## config.mk

```make
export PLATFORM = sky130hd
export DESIGN_NAME = clk_div_prog_flat
export DESIGN_NICKNAME = d
export VERILOG_FILES = /design/src/rtl/clk_div_prog_if.sv /design/src/rtl/clk_div_prog.sv /design/src/flat_wrapper.sv
export SDC_FILE = /design/constraint.sdc
export NUM_CORES = 1
export LEC_CHECK = 0
export ABC_AREA = 0
export ABC_CLOCK_PERIOD_IN_PS = 2200
export CELL_PAD_IN_SITES_DETAIL_PLACEMENT = 1
export CELL_PAD_IN_SITES_GLOBAL_PLACEMENT = 1
export CORE_MARGIN = 2
export CORE_UTILIZATION = 30
export DETAILED_ROUTE_END_ITERATION = 16
export PLACE_DENSITY = 0.62
export SLEW_MARGIN = 20
export SYNTH_ARGS = -nofsm -noshare
export SYNTH_HDL_FRONTEND = slang
export SYNTH_SLANG_ARGS = --single-unit
```

## constraint.sdc

```tcl
create_clock -name clk -period 2.2 [get_ports clk]
set_input_delay 0.44 -clock clk [delete_from_list [all_inputs] [get_ports clk]]
set_output_delay 0.44 -clock clk [all_outputs]
set_load 0.01 [all_outputs]
```

## src/rtl/clk_div_prog_if.sv

```systemverilog
// Handshake/bus bundle for the programmable clock divider.
// The master drives enable and divisor; the slave returns the clock and status.
interface clk_div_prog_if #(
    parameter int WIDTH = 8
);
    logic             en;
    logic [WIDTH-1:0] div_val;
    logic             out_clk;
    logic             period_tick;
    logic [WIDTH-1:0] div_active;

    modport master (
        output en,
        output div_val,
        input  out_clk,
        input  period_tick,
        input  div_active
    );

    modport slave (
        input  en,
        input  div_val,
        output out_clk,
        output period_tick,
        output div_active
    );
endinterface

```

## src/rtl/clk_div_prog.sv

```systemverilog
// Runtime-programmable 50% duty clock divider, N = 2..2^WIDTH-1.
// Divisor and enable are only acted on at a period boundary.
module clk_div_prog #(
    parameter int WIDTH       = 8,
    parameter int DEFAULT_DIV = 7
) (
    input  logic         clk,
    input  logic         rstn,
    clk_div_prog_if.slave bus
);

    localparam logic [WIDTH-1:0] DEF_N =
        (DEFAULT_DIV < 2) ? WIDTH'(2) : WIDTH'(DEFAULT_DIV);

    typedef enum logic {
        IDLE,
        RUN
    } state_t;

    state_t           state;
    logic [WIDTH-1:0] cnt;
    logic [WIDTH-1:0] cnt_nxt;
    logic [WIDTH-1:0] div_q;
    logic [WIDTH-1:0] n_req;
    logic [WIDTH-1:0] half;
    logic [WIDTH-1:0] last;
    logic             boundary;
    logic             start;
    logic             pos_q;
    logic             neg_q;
    logic             odd_q;
    logic             tick_q;

    always_comb begin
        n_req    = (bus.div_val < WIDTH'(2)) ? WIDTH'(2) : bus.div_val;
        half     = div_q >> 1;
        last     = div_q - WIDTH'(1);
        cnt_nxt  = cnt + WIDTH'(1);
        boundary = (cnt == last);
        start    = bus.en & ((state == IDLE) | boundary);
    end

    always_ff @(posedge clk or negedge rstn) begin
        if (!rstn) begin
            state  <= IDLE;
            cnt    <= '0;
            div_q  <= DEF_N;
            odd_q  <= DEF_N[0];
            pos_q  <= 1'b0;
            tick_q <= 1'b0;
        end else begin
            tick_q <= 1'b0;
            unique case (state)
                IDLE: begin
                    pos_q <= 1'b0;
                    cnt   <= '0;
                    if (start) begin
                        div_q  <= n_req;
                        odd_q  <= n_req[0];
                        pos_q  <= 1'b1;
                        tick_q <= 1'b1;
                        state  <= RUN;
                    end
                end
                RUN: begin
                    // pos_q and neg_q are both low here, so odd_q may switch
                    if (start) begin
                        div_q  <= n_req;
                        odd_q  <= n_req[0];
                        cnt    <= '0;
                        pos_q  <= 1'b1;
                        tick_q <= 1'b1;
                    end else if (boundary) begin
                        cnt   <= '0;
                        pos_q <= 1'b0;
                        state <= IDLE;
                    end else begin
                        cnt   <= cnt_nxt;
                        pos_q <= (cnt_nxt < half);
                    end
                end
                default: begin
                    state <= IDLE;
                end
            endcase
        end
    end

    // Half-cycle extension of the high phase for odd divisors
    always_ff @(negedge clk or negedge rstn) begin
        if (!rstn) begin
            neg_q <= 1'b0;
        end else begin
            neg_q <= pos_q;
        end
    end

    assign bus.out_clk     = odd_q ? (pos_q | neg_q) : pos_q;
    assign bus.period_tick = tick_q;
    assign bus.div_active  = div_q;

endmodule
```

## src/flat_wrapper.sv

```systemverilog
// flat-port wrapper written by rule: the top's interface ports become plain ports
module clk_div_prog_flat 
#(
    parameter int WIDTH       = 8,
    parameter int DEFAULT_DIV = 7
)
  (clk, rstn, bus_en, bus_div_val, bus_out_clk, bus_period_tick, bus_div_active);
  clk_div_prog_if #(.WIDTH(WIDTH)) bus_i ();
  input  logic clk;
  input  logic rstn;
  input wire logic [$bits(bus_i.en)-1:0] bus_en;
  input wire logic [$bits(bus_i.div_val)-1:0] bus_div_val;
  output wire logic [$bits(bus_i.out_clk)-1:0] bus_out_clk;
  output wire logic [$bits(bus_i.period_tick)-1:0] bus_period_tick;
  output wire logic [$bits(bus_i.div_active)-1:0] bus_div_active;
  assign bus_i.en = bus_en;
  assign bus_i.div_val = bus_div_val;
  assign bus_out_clk = bus_i.out_clk;
  assign bus_period_tick = bus_i.period_tick;
  assign bus_div_active = bus_i.div_active;
  clk_div_prog #(.WIDTH(WIDTH), .DEFAULT_DIV(DEFAULT_DIV)) u_core (.clk(clk), .rstn(rstn), .bus(bus_i));
endmodule
```

==> results of run 1 <==
==> worst max-delay path by stage <==
stage,start,end,slack (ns)
floorplan,u_core.bus.div_active[3],u_core.bus.div_active[3],-0.04
global placement,u_core.neg_q,bus_out_clk,-0.33
detailed placement,u_core.neg_q,bus_out_clk,-0.37
CTS,u_core.neg_q,bus_out_clk,-0.26
global route,u_core.neg_q,bus_out_clk,-0.27
finish,u_core.neg_q,bus_out_clk,-0.25
==> through the flow <==
stage               utilization [%]  total power, mW  cell area [um2]
global placement               40.4             2.12             1610
finish                         44.1             2.71             1770
global route                   44.1             2.93             1770
detailed placement             40.4             2.18             1610
CTS                            43.4             2.69             1740
floorplan                         -             1.62             1270
==> layer usage <==
metal | wire length (um) | part of all wire (%)
met1 | 1330 | 40
met2 | 1850 | 56
met3 | 87 | 2.6
met4 | 28 | 0.85
met5 | 0 | 0
==> Yosys cell counts (3+ instances only) <==
cell type	n	area, um2
nor3_1	3	15.0
mux2_4	6	90.1
dfrtp_1	16	400
nor2_1	8	30.0
o21ai_0	3	15.0
ha_1	8	100
nand3_1	5	25.0
inv_1	10	37.5
dfstp_2	3	78.8
xnor2_1	9	78.8
a21oi_1	3	15.0
nand2b_1	3	18.8
xor2_1	7	61.3
nand2_1	3	11.3
nor2b_1	5	31.3
==> what timing repair did <==
action / CTS / global route
setup endpoints to repair: 11 / 19
pin swaps: 3 / 2
gates resized for setup: 12 / 2
cloned: 0 / 0
setup buffers: 2 / 3
==> logic make-up after synthesis <==
group	count (synthesis)	synth area share, %
flops	20	40.6
mux	8	8.87
compound gates	15	9.47
xor+xnor	16	11.3
simple gates	38	17.0
buf+inv	14	4.64
fa+ha+maj	8	8.06
==> registers in the layout, summed over array words and instances, names as in the netlist <==
register                flops
u_core.bus.div_active       8
u_core.cnt                  8
u_core.pos_q                1
u_core.state                1
u_core.neg_q                1
u_core.bus.period_tick      1
==> power groups by stage <==
| stage | clock, mW | sequential (mW) | combinational [mW] |
|---|---|---|---|
| floorplan | 0 | 0.753 | 0.865 |
| global placement | 0 | 0.736 | 1.39 |
| detailed placement | 0 | 0.745 | 1.44 |
| CTS | 0.387 | 0.749 | 1.55 |
| global route | 0.400 | 0.780 | 1.75 |
| finish | 0.382 | 0.748 | 1.58 |
==> cell type report <==
cell class / count / area, um2
well taps: 50 / 62.6
repair buffers: 39 / 349
clock buffers: 3 / 41.3
clock inverters: 1 / 30.0
fillers: 447 / 2230
inverters: 10 / 37.5
flip-flops and latches: 20 / 505
multi-input cells: 85 / 739
==> worst max-delay path, cell delays in order, from the launching register on <==
cell and delay (ns):
dfrtn_1 0.40, a21o_1 0.11, buf_2 0.12
==> layout by cell type (no fill, tap or decap), types with 2 or more instances in the layout <==
cell type and instances:
buf_4 16, ha_1 7, clkdlybuf4s50_1 19, xnor2_1 8, dfrtp_1 15, a21oi_1 3, nor2_1 8, mux2_4 6
xor2_1 7, nor3_1 2, clkbuf_8 3, mux2i_1 2, inv_1 7, nand3_1 5, inv_2 3, nand3b_1 2
a21o_1 2, o211ai_1 2, buf_6 3, nand2_1 3, nor2b_1 5, nand2b_1 3, o21ai_0 2, dfstp_2 3
==> flow_metrics.tcl, run 1 <==
set metrics [dict create \
    status "finished, violations left" \
    violations "setup timing" \
    syn_area_um2 1240 \
    worst_slew_pin_slew_ns 0.424 \
    grt_max_degree 20 \
    synth_cell_type_count 36 \
    route.detailed.drc 0 \
    ys.flop_type "dfrtp_1" \
    drv_cap 0 \
    endpoint_kind "primary output" \
    p_per_area_nw_per_um2 1540 \
    antenna_left 0 \
    gr-usage-met1_pct 18.7 \
    dieWidth_um 68.3 \
    preCtsSetupSlack_ns -0.369 \
    die_area_um2 4670 \
    switching_share_pct 39.1 \
    syn-instance-count 119 \
    io_pins 21 \
    hpwl_mm 2.31 \
    r2r_end "u_core.bus.div_active[3]" \
    syn_avg_cell_area_um2 10.4 \
    area_growth_pct 42.2 \
    die_h_um 68.3 \
    cts_sinks 20 \
    synth_nets 138 \
    h-tree-depth 1 \
    cp_max_fo 1 \
    first_pass_iters 2 \
    vias 995 \
    finalSetupViolCount 10 \
    rr_worst_depth 8 \
    irDropWorstVdd_mv 0.495 \
    critPathRequiredTime_ns 1.76 \
    grt-busiest-layer "met2" \
    grt_first_pass_wirelength_mm 5.35 \
    r2r_start "u_core.bus.div_active[0]" \
    clk_pin_slew_worst_paths_ns 0.09 \
    cp-start-kind "flop" \
    ys_ff_latch 20 \
    antenna_found_initial 0 \
    drv_slew 0 \
    switching_power_mw 1.06 \
    dp.cells 199 \
    placementRows 23 \
    slew_headroom_pct 71.4 \
    routed_wl_mm 3.30 \
    finalHoldViolations 0 \
    gr-total-overflow 0 \
    grt_usage_pct 15.6 \
    diodes 0 \
    cts_root_buf "clkbuf_8" \
    yosys_warnings 0 \
    rsz0062_at_grt "yes" \
    pwr-share-comb_pct 58.4 \
    clock_latency_ns 0.27 \
    coreArea_um2 4000 \
    port_buffers 20 \
    p_int_mw 1.65 \
    pwr-share-seq_pct 27.5 \
    grt_pass1_vias 1136 \
    drt-initial-drc-count 16 \
    crit_type "reg -> out" \
    grtUsageMet2_pct 29.0 \
    worstHoldPathType "in -> async" \
    numCtsBuffers 3 \
    cts_tree "done" \
    hold_slack_ns 0.572 \
    synth_edf_count 0 \
    start_util_pct 31.0 \
    holdBufCountCts 0 \
    synthArstFlopShare_pct 100 \
    p_leak_nw 0.800 \
    nNetsFinal 178 \
    drive_gt1_share_pct 31.0 \
    avgViaCountPerCell 4.78 \
    synth_seq_area_share_pct 40.6 \
    grt.met3_usage_pct 1.97 \
    setup_ws_ns -0.248 \
    clockBufferDepth 2 \
    reg2reg_setup_slack_ns -0.14 \
    clkPwrFrac_pct 14.1 \
    stdcell_count 208 \
    setup_tns_ns -1.31 \
    fin_skew_ns 0.0121 \
    routedWlPerCell_um 15.9 \
    cp_data_arrival_time_ns 2.01 \
    gp_congestion 0.712 \
]
No activity file was read; power rests on OpenSTA's default activity.
==> run 2: changes to the inputs <==
--- a/config.mk
+++ b/config.mk
@@ -13,7 +13,6 @@
 export CORE_UTILIZATION = 30
 export DETAILED_ROUTE_END_ITERATION = 16
 export PLACE_DENSITY = 0.62
-export SLEW_MARGIN = 20
 export SYNTH_ARGS = -nofsm -noshare
 export SYNTH_HDL_FRONTEND = slang
 export SYNTH_SLANG_ARGS = --single-unit
==> results of run 2 <==
No change in the layout: final DEF, timing and power equal those of run 1.
==> run 3: changes to the inputs <==
--- a/config.mk
+++ b/config.mk
@@ -6,7 +6,7 @@
 export NUM_CORES = 1
 export LEC_CHECK = 0
 export ABC_AREA = 0
-export ABC_CLOCK_PERIOD_IN_PS = 2200
+export ABC_CLOCK_PERIOD_IN_PS = 2100
 export CELL_PAD_IN_SITES_DETAIL_PLACEMENT = 1
 export CELL_PAD_IN_SITES_GLOBAL_PLACEMENT = 1
 export CORE_MARGIN = 2
==> constraint.sdc (replaced) <==
create_clock -name clk -period 2.1 [get_ports clk]
set_input_delay 0.42 -clock clk [delete_from_list [all_inputs] [get_ports clk]]
set_output_delay 0.42 -clock clk [all_outputs]
set_load 0.01 [all_outputs]
==> flow_metrics.tcl, run 3 (synthesis results as in run 1) <==
set metrics [dict create \
    start_util_pct 31.0 \
    pwr-share-seq_pct 26.9 \
    gp_congestion 0.731 \
    grt_usage_pct 15.9 \
    final_cell_mix "buf_4, clkdlybuf4s50_1, dfrtp_1" \
    grt_first_pass_wirelength_mm 5.42 \
    critPathRequiredTime_ns 2.25 \
    fmax_mhz 420 \
    diodes 0 \
    placementRows 23 \
    numCtsBuffers 3 \
    p_leak_nw 0.818 \
    clk_pin_slew_worst_paths_ns 0.08 \
    switching_power_mw 1.07 \
    crit_type "reg -> reg" \
    fin_skew_ns 0.0108 \
    pwr-share-comb_pct 58.9 \
    grt_pass1_vias 1136 \
    worstHoldPathType "in -> async" \
    finalSetupViolCount 19 \
    path_delay_family "simple AND/OR/NAND/NOR gates" \
    clkPwrFrac_pct 14.2 \
    cts_root_buf "clkbuf_8" \
    hold_slack_ns 0.525 \
    cts_sinks 20 \
    endpoint_kind "flop" \
    min_period_ns 2.38 \
    fin_crit_sh_pct 113 \
    dp.cells 204 \
    p_int_mw 1.74 \
    status "finished, violations left" \
    setup_tns_ns -2.57 \
    cp_data_arrival_time_ns 2.53 \
    cpPeakStageDelay_ns 0.43 \
    routedWlPerCell_um 15.3 \
    drive_gt1_share_pct 31.3 \
    setup_ws_ns -0.278 \
    cp_cell_sequence "inv_2 -> ha_4 -> or3b_4 -> nor3_4 -> xnor2_1 -> o41ai_2 -> nand2_2 -> buf_6 -> mux2_4" \
    coreArea_um2 4000 \
    dieWidth_um 68.3 \
    slowest_stage "o41ai_2" \
    die_area_um2 4670 \
    clock_latency_ns 0.28 \
    switching_share_pct 38.1 \
    grt_max_degree 20 \
    hpwl_mm 2.39 \
    cp_max_fo 5 \
    area_growth_pct 43.1 \
    antenna_found_initial 0 \
    port_buffers 20 \
    final_util_pct 44.4 \
    holdBufCountCts 0 \
    cp-start-kind "flop" \
    finalHoldViolations 0 \
    clockBufferDepth 2 \
    cts_tree "done" \
    route.detailed.drc 0 \
    drt-initial-drc-count 17 \
    avgViaCountPerCell 4.83 \
    power_mw 2.82 \
    first_pass_iters 3 \
    preCtsSetupSlack_ns -0.377 \
    irDropWorstVdd_mv 0.554 \
    violations "setup timing" \
    final_area_um2 1780 \
    stdcell_count 213 \
    path_buf_inv 2 \
    vias 1028 \
    nNetsFinal 183 \
    drv_cap 0 \
    die_h_um 68.3 \
    h-tree-depth 1 \
    gr-total-overflow 0 \
    rsz0062_at_grt "yes" \
    routed_wl_mm 3.27 \
    mostFrequentLayoutCell "buf_4" \
    p_per_area_nw_per_um2 1580 \
    drv_slew 0 \
    worst_slew_pin_slew_ns 0.429 \
    slew_headroom_pct 71.2 \
    place_area_um2 1650 \
    io_pins 21 \
    antenna_left 0 \
]
## run 3: routing by layer
metal	up-vias	GRT usage (%)	routed length, um
met5	-	0	0
met4	0	4.50	14
met3	2	1.97	86
met2	18	28.9	1780
met1	510	19.6	1380
li1	498	-	-
## run 3: power by group through the flow
| stage | logic [mW] | registers (mW) | clock network (mW) |
|---|---|---|---|
| after CTS | 1.65 | 0.751 | 0.400 |
| final | 1.66 | 0.757 | 0.401 |
| after detailed placement | 1.61 | 0.754 | 0 |
| after global placement | 1.54 | 0.744 | 0 |
| after global routing | 1.85 | 0.789 | 0.419 |
| after floorplan | 0.906 | 0.789 | 0 |
## run 3: worst paths after layout
check	start	end	slack, ns	depth (start not counted)
min in group clk	u_core.cnt[0]	u_core.cnt[0]	0.58	1
worst max register to register	u_core.bus.div_active[1]	u_core.bus.div_active[5]	-0.28	9
worst min-delay path	rstn	u_core.cnt[2]	0.53	2
worst max-delay path	u_core.bus.div_active[1]	u_core.bus.div_active[5]	-0.28	9
max in group asynchronous	rstn	u_core.neg_q	0.73	1
worst min register to register	u_core.cnt[0]	u_core.cnt[0]	0.58	1
## run 3: final cells by class
class | instances | area (um2)
clock buffer | 3 | 41.3
clock inverter | 1 | 30.0
fill | 442 | 2220
inverter | 10 | 37.5
multi-input combinational | 85 | 709
sequential | 20 | 505
tap | 50 | 62.6
timing repair buffer | 44 | 390
## run 3: repair_timing
action                                 in CTS  in global routing
pin swaps                                   2                  2
setup endpoints to repair                  11                 20
gates resized for setup                    10                  1
endpoints found under the hold margin       0                  0
buffers inserted                            5                  1
